## src/rtl/parity_uart_rx.sv

```systemverilog
`default_nettype none
// ============================================================================
// Module      : parity_uart_rx
// Description : UART receiver. Frame is start(0), DATA_BITS data bits LSB
//               first, one even-parity bit and one stop(1). The line is
//               double-flop synchronized. A stop bit sampled low raises
//               frame_err and holds the receiver until the line returns high.
// Revision    : 1.0 - initial release
// ============================================================================
module parity_uart_rx #(
    parameter int CLKS_PER_BIT = 16,
    parameter int DATA_BITS    = 8
) (
    input  logic                 clk,
    input  logic                 rst_n,
    input  logic                 rx,
    output logic [DATA_BITS-1:0] data,
    output logic                 valid,
    output logic                 parity_err,
    output logic                 frame_err,
    output logic                 busy
);

    localparam int CW = (CLKS_PER_BIT > 1) ? $clog2(CLKS_PER_BIT) : 1;
    localparam int BW = (DATA_BITS > 1) ? $clog2(DATA_BITS) : 1;
    localparam logic [CW-1:0] HALF_M1  = CW'(CLKS_PER_BIT / 2 - 1);
    localparam logic [CW-1:0] FULL_M1  = CW'(CLKS_PER_BIT - 1);
    localparam logic [BW-1:0] LAST_BIT = BW'(DATA_BITS - 1);

    typedef enum logic [2:0] {
        IDLE       = 3'd0,
        START      = 3'd1,
        DATA       = 3'd2,
        PARITY     = 3'd3,
        STOP       = 3'd4,
        BREAK_WAIT = 3'd5
    } state_t;

    state_t               state;
    state_t               state_next;
    logic                 sync1;
    logic                 sync2;
    logic                 rx_prev;
    logic                 fall;
    logic                 sample;
    logic [CW-1:0]        cnt;
    logic [BW-1:0]        bit_cnt;
    logic [DATA_BITS-1:0] shreg;
    logic                 par_bad;

    // Two-flop synchronizer plus one delayed copy for falling-edge detection;
    // all three sit at the idle level (1) out of reset.
    always_ff @(posedge clk or negedge rst_n) begin
        if (!rst_n) begin
            sync1   <= 1'b1;
            sync2   <= 1'b1;
            rx_prev <= 1'b1;
        end else begin
            sync1   <= rx;
            sync2   <= sync1;
            rx_prev <= sync2;
        end
    end

    assign fall = rx_prev & ~sync2;
    assign busy = (state != IDLE);

    // Sample strobe: half a bit into the start bit, then every full bit period.
    always_comb begin
        sample = 1'b0;
        case (state)
            START:              sample = (cnt == HALF_M1);
            DATA, PARITY, STOP: sample = (cnt == FULL_M1);
            default:            sample = 1'b0;
        endcase
    end

    // State register.
    always_ff @(posedge clk or negedge rst_n) begin
        if (!rst_n) begin
            state <= IDLE;
        end else begin
            state <= state_next;
        end
    end

    // Next-state logic; line edges outside IDLE are ignored, only sample points matter.
    always_comb begin
        state_next = state;
        case (state)
            IDLE:       if (fall) state_next = START;
            START:      if (sample) state_next = sync2 ? IDLE : DATA;
            DATA:       if (sample && (bit_cnt == LAST_BIT)) state_next = PARITY;
            PARITY:     if (sample) state_next = STOP;
            STOP:       if (sample) state_next = sync2 ? IDLE : BREAK_WAIT;
            BREAK_WAIT: if (sync2) state_next = IDLE;
            default:    state_next = IDLE;
        endcase
    end

    // Bit-period and data-bit counters; both held at zero while waiting for a start.
    always_ff @(posedge clk or negedge rst_n) begin
        if (!rst_n) begin
            cnt     <= '0;
            bit_cnt <= '0;
        end else if ((state == IDLE) || (state == BREAK_WAIT)) begin
            cnt     <= '0;
            bit_cnt <= '0;
        end else begin
            cnt <= sample ? '0 : cnt + CW'(1);
            if ((state == DATA) && sample) begin
                bit_cnt <= bit_cnt + BW'(1);
            end
        end
    end

    // Datapath: shift in data bits, evaluate parity, publish the frame at the stop sample.
    always_ff @(posedge clk or negedge rst_n) begin
        if (!rst_n) begin
            shreg      <= '0;
            par_bad    <= 1'b0;
            data       <= '0;
            valid      <= 1'b0;
            parity_err <= 1'b0;
            frame_err  <= 1'b0;
        end else begin
            valid <= 1'b0;
            if ((state == DATA) && sample) begin
                shreg <= {sync2, shreg[DATA_BITS-1:1]};
            end
            if ((state == PARITY) && sample) begin
                par_bad <= (^shreg) ^ sync2;
            end
            if ((state == STOP) && sample) begin
                valid      <= 1'b1;
                data       <= shreg;
                parity_err <= par_bad;
                frame_err  <= ~sync2;
            end
        end
    end

endmodule
`default_nettype wire

```

## config.mk

```make
export PLATFORM = sky130hd
export DESIGN_NAME = parity_uart_rx
export DESIGN_NICKNAME = d
export VERILOG_FILES = /design/src/rtl/parity_uart_rx.sv
export SDC_FILE = /design/constraint.sdc
export NUM_CORES = 1
export LEC_CHECK = 0
export CAP_MARGIN = 20
export CORE_UTILIZATION = 50
export DETAILED_ROUTE_END_ITERATION = 10
export HOLD_SLACK_MARGIN = 0.15
export MAX_ROUTING_LAYER = met4
export PLACE_DENSITY = 0.76
export SLEW_MARGIN = 20
export SYNTH_ARGS = -nofsm -noshare
export SYNTH_HDL_FRONTEND = slang
export SYNTH_SLANG_ARGS = --single-unit
export TNS_END_PERCENT = 50
```

## constraint.sdc

```tcl
create_clock -name clk -period 1.9 [get_ports clk]
set_clock_uncertainty 0.15 [all_clocks]
set_input_delay 0.38 -clock clk [delete_from_list [all_inputs] [get_ports clk]]
set_output_delay 0.38 -clock clk [all_outputs]
set_load 0.005 [all_outputs]
```

# --- After elaboration in Yosys (flattened, before gate mapping) ---
# Cells that the tools add are included.
totals:
  reg_bits: 33
  latch_bits: 0
  mem_bits_rw: 0
  romBits: 0
  out_inout_bits: 12
  mem_count: 0
classes:
  add_sub_neg: 2
  multipliers: 0
  div: 0
  magnitude_cmp: 0
  eq_ne: 14
  shift: 0
  mux: 15
  bitwise: 3
  n_reduce_logical: 11
op_table:
  columns: ["operator", "n"]
  rows:
  - ["2-to-1 mux 3 bit", 9]
  - ["one-hot mux 3 bit (6 select lines)", 1]
  - ["!= test 2 bit, second input constant", 6]
  - ["== test 3 bit, second input constant", 3]
  - ["2-to-1 mux 4 bit", 2]
  - ["parity 8 bit", 1]
  - ["== test 3 x 2 -> 1 bit, second input constant", 2]
  - ["AND reduction 6 bit", 1]
  - ["adder 4 x 1 -> 4 bit, second input constant", 1]
  - ["== test 4 x 3 -> 1 bit, second input constant", 1]
  - ["== test 4 bit, second input constant", 1]
  - ["logical AND 1 bit", 4]
  - ["adder 3 x 1 -> 3 bit, second input constant", 1]
  - ["== test 3 x 1 -> 1 bit, second input constant", 1]
  - ["logical NOT 3 bit", 1]
  - ["nonzero test 3 bit", 1]
  - ["OR reduction 3 bit", 1]
  - ["2-to-1 mux 2 bit", 1]
  - ["one-hot mux 1 bit (2 select lines)", 1]
  - ["nonzero test 2 bit", 1]
  - ["AND 1 bit", 1]
  - ["logical OR 1 bit", 1]
  - ["2-to-1 mux 1 bit", 1]
  - ["NOT 1 bit", 1]
  - ["XOR 1 bit", 1]

# --- Longest topological paths before layout ---
depth:
  depth_word: 6
  depth_mapped: 7
  depth_no_buf: 7

# --- Least setup slack after synthesis ---
# Ideal clock, no wire load.
synth_path:
  path_type: "flip-flop to flip-flop"
  from: "register cnt[0]"
  to: "register shreg[2]"
  arrival_time_ns: 1.505
  setup_slack_ns: 0.119
  path_stages_with_launch: 7
  n_path_buf: 1
  period_less_slack_ns: 1.781
  path_cell_list: "dfrtp_1 > ha_1 > nand3_2 > nor3b_2 > and2_4 > buf_8 > mux2_4"
synth_between:
  elab_chain_cells: 3
synth_lines:
  columns: ["element", "line", "text"]
  rows:
  - ["start, declared", "46", "logic [CW-1:0] cnt;"]
  - ["start signal, assigned", "110", "cnt <= sample ? '0 : cnt + CW'(1);"]
  - ["== test 4 bit / == test 4 x 3 -> 1 bit (equally long branches)", "73, 72", null]
  - ["one-hot mux 1 bit (2 select lines) *", "71", "case (state)"]
  - ["logical AND 1 bit *", "128", "if ((state == DATA) && sample) begin"]
  - ["end signal, assigned", "129", "shreg <= {sync2, shreg[DATA_BITS-1:1]};"]
  - ["end, declared", "48", "logic [DATA_BITS-1:0] shreg;"]
# Mark *: on every way between the ends. The rest lies on a longest branch, timed or not.
# A chain may end at the register's enable or synchronous reset.

# --- Worst setup path in the final report ---
layout_path:
  from: "register cnt[0]"
  to: "register shreg[0]"
# Same word-level chain as after synthesis.

==> summary.log <==
qor: outcome.outcome completed
qor: placement.routabilityCongestion 0.855
qor: global_route.initial_antenna_violation_count 0
qor: power_and_ir_drop.p_seq_frac 0.466
qor: hold_path.holdCritPathClass reg -> reg
qor: yosys.adder_and_majority_cell_fraction_of_the_synthesized_area 0.0249
qor: cells_and_area.layout_common_cells dfrtp_1, mux2_2, clkdlybuf4s50_1
qor: power_and_ir_drop.pwr_density_cell 1060 mW/mm^2
qor: die.dieHeight 57.0 um
qor: sta.hold_violations 0
qor: cells_and_area.ff_latch_area 830 sq um
qor: cts.clock_latency 0.34 ns
qor: power_and_ir_drop.internal_power 1.36 mW
qor: detailed_routing.detail_route.wirelength 2400 um
qor: setup_path.data_required_time_of_the_critical_path 1.98 ns
qor: sta.timing.max_slew.rel_slack 0.737
qor: sta.timing.fmax 0.544 GHz
qor: detailed_routing.dr.first_iter.drc_count 36
qor: yosys.number_of_nets_in_the_synthesized_netlist 124
qor: setup_path.critical_path.max_fanout 5
qor: setup_path.setup_crit_end_kind flip-flop
qor: sta.setup-violations-final 0
qor: yosys.synth_compound_gate_area_share 0.0862
qor: power_and_ir_drop.power.leakage 0.820 nW
qor: yosys.synth_sequential_area_ratio 0.549
qor: power_and_ir_drop.proportion_of_power_drawn_by_combinational_gates 0.253
qor: setup_path.critical_path.startpoint_type flip-flop
qor: cts.number_of_buffers_created_by_cts 5
qor: global_route.overflow 0
qor: sta.drv_slew 0
qor: die.core_region_area 0.00281 sq mm
qor: yosys.synthesis.instances 118
qor: cells_and_area.multi_input_area 654 sq um
qor: global_route.largest_net_degree_at_the_start_of_global_routing 34
qor: yosys.post_synth_and_or_nand_nor_area_fraction 0.0944
qor: placement.port-buffer-count 14
qor: yosys.synth.avg_cell_area 12.8 sq um
qor: cts.tritoncts_num_sinks 33
qor: power_and_ir_drop.pwr-share-clk 0.281
qor: cts.holdBufCountCts 0
qor: detailed_routing.routed_len_inst 13.8 um
qor: power_and_ir_drop.power.net_switching 560 uW
qor: cells_and_area.fillers 233
qor: placement.placed_cells 164
qor: cts.root_buffer clkbuf_4
qor: cts.ctsLongestPathBuffers 2
qor: cells_and_area.num-nets-final 148
qor: cells_and_area.synthToLayoutAreaGrowth 20.0%
qor: yosys.synth_seq_cells 33
qor: detailed_routing.routed_via_density 5.39
qor: sta.worstMarginPinSlew 0.395 ns
qor: detailed_routing.postRouteAntennaNets 0
qor: cells_and_area.most_frequent_standard_cell_in_the_layout_excluding_fill_and_tap_cells dfrtp_1
qor: die.die_area 0.00324 sq mm
qor: yosys.ys_types 33
qor: yosys.largest_family_of_logic_cells_by_synthesized_area multiplexers
qor: yosys.post_synthesis_mux_area_share 0.153
qor: sta.layout_min_cycle_time 1.84 ns
qor: run.max_cap_violations 0
qor: global_route.grt_pass1_wl 4020 um
qor: sta.share_of_the_clock_period_used_by_the_worst_path_after_layout 0.967
qor: setup_path.crit_arrival 1.91 ns
qor: die.floorplan.die.width 57.0 um
qor: cells_and_area.drive_above_1_share 0.294
qor: detailed_routing.post-route-drc-count 0
qor: global_route.track_usage 0.180
qor: power_and_ir_drop.sw_frac_of_total 0.291
qor: yosys.synthesis.yosys.warnings 0
qor: cts.cts_tree yes
qor: yosys.post_synth_xor_area_fraction 0.0580
qor: cells_and_area.antenna_cells_inserted 0
qor: die.starting_density_of_the_core 0.538
qor: cells_and_area.finalNonFillerCells 174
qor: cts.clk_pin_slew_worst_paths 0.09 ns
qor: yosys.post_synth_instance_area 0.00151 sq mm
qor: detailed_routing.drt_pre_antenna_iters 4
qor: power_and_ir_drop.power.ir.vdd_worst 0.514 mV
qor: placement.detailed_place_hpwl 1620 um
qor: placement.dp_slack 0.0429 ns
qor: global_route.grt_pass1_vias 884
qor: die.ios 15
qor: cts.cts_htree_levels 2
qor: setup_path.crit_type reg -> reg
qor: detailed_routing.detailroute.via_count 938
qor: die.fp-row-count 19
qor: sta.min_setup_slack_post_route 0.0629 ns
cell type report:
type / instances / share of cell area
Sequential cell: 33 / 0.458
Multi-Input combinational cell: 78 / 0.361
Timing Repair Buffer: 21 / 0.106
Clock buffer: 7 / 0.0304
Tap cell: 31 / 0.0214
Clock inverter: 1 / 0.0166
Inverter: 3 / 0.00622
power by group through the flow:
stage / combinational [mW] / sequential [mW] / clock, mW
after floorplan: 0.358 / 0.883 / 0
after global placement: 0.436 / 0.896 / 0
after detailed placement: 0.450 / 0.904 / 0
after CTS: 0.453 / 0.890 / 0.558
after global routing: 0.561 / 0.910 / 0.588
final: 0.486 / 0.898 / 0.541
state kept, by name, summed over array words and instances (netlist names), 3 cells and up:
name / flops
state: 3
bit_cnt: 3
data: 8
cnt: 4
shreg: 8
stage by stage:
stage	util	power (mW)	instance area [sq um]	TNS, ns	hold WS (ns)
floorplan	-	1.24	1510	0	-0.0656
global placement	0.604	1.33	1690	0	0.197
detailed placement	0.604	1.35	1690	0	0.198
CTS	0.634	1.90	1780	0	0.212
global route	0.646	2.06	1810	-0.0691	0.215
finish	0.646	1.92	1810	0	0.210
synth_stat cells, drive strengths merged:
| cell | number | area share |
|---|---|---|
| ha | 3 | 0.025 |
| nor2 | 4 | 0.0099 |
| nor3b | 1 | 0.0083 |
| or3 | 2 | 0.0083 |
| a221oi | 2 | 0.012 |
| xor2 | 2 | 0.012 |
| o31ai | 2 | 0.0099 |
| dfstp | 3 | 0.052 |
| a21oi | 6 | 0.020 |
| mux2 | 18 | 0.15 |
| inv | 3 | 0.0075 |
| nand2 | 8 | 0.020 |
| nor4 | 1 | 0.0083 |
| mux2i | 1 | 0.0066 |
| nor3 | 1 | 0.0033 |
| o211ai | 1 | 0.0050 |
| o21a | 2 | 0.0099 |
| xnor2 | 8 | 0.046 |
| and2 | 3 | 0.014 |
| dfrtp | 30 | 0.50 |
| or2 | 2 | 0.0083 |
| buf | 5 | 0.027 |
| o21ai | 5 | 0.017 |
| nand2b | 1 | 0.0041 |
| nand3 | 2 | 0.0099 |
| o211a | 2 | 0.013 |
worst max-delay path, stage by stage, from the launching register on:
cell and delay [ns]:
dfrtp_1 0.38, ha_2 0.24, nand3_4 0.12, nor3b_4 0.28, and2_4 0.23, mux2_2 0.34
what timing repair did:
item / CTS / global route
endpoints found under the setup margin: 1 / 10
gates resized for setup: 1 / 5
cloned: 0 / 1
buffers inserted: 0 / 1
pin swaps: 0 / 2
cells by family after synthesis:
family | after synthesis
flops | 33
xor+xnor | 10
mux | 19
compound gates | 20
simple gates | 25
fa+ha+maj | 3
buf+inv | 8
worst paths after layout:
path                                        from                    to  slack [ns]  cells past startpoint
worst max-delay path            cnt[0]$_DFF_PN0_  shreg[0]$_DFFE_PN0P_        0.06                      5
worst min-delay path             sync1$_DFF_PN1_       sync2$_DFF_PN1_        0.21                      0
worst max register to register  cnt[0]$_DFF_PN0_  shreg[0]$_DFFE_PN0P_        0.06                      5
worst min register to register   sync1$_DFF_PN1_       sync2$_DFF_PN1_        0.21                      0
max in group asynchronous                  rst_n       sync2$_DFF_PN1_        0.99                      2
min in group asynchronous                  rst_n  shreg[6]$_DFFE_PN0P_        0.28                      2
routing by layer:
layer  up-vias  GRT usage  part of all wire
met4         0      0.122             0.028
met5         -          -                 0
met1       445      0.225              0.47
met2        25      0.235              0.45
li1        461          -                 -
met3         7     0.0748             0.048
Power figures use the tool's default switching activity.
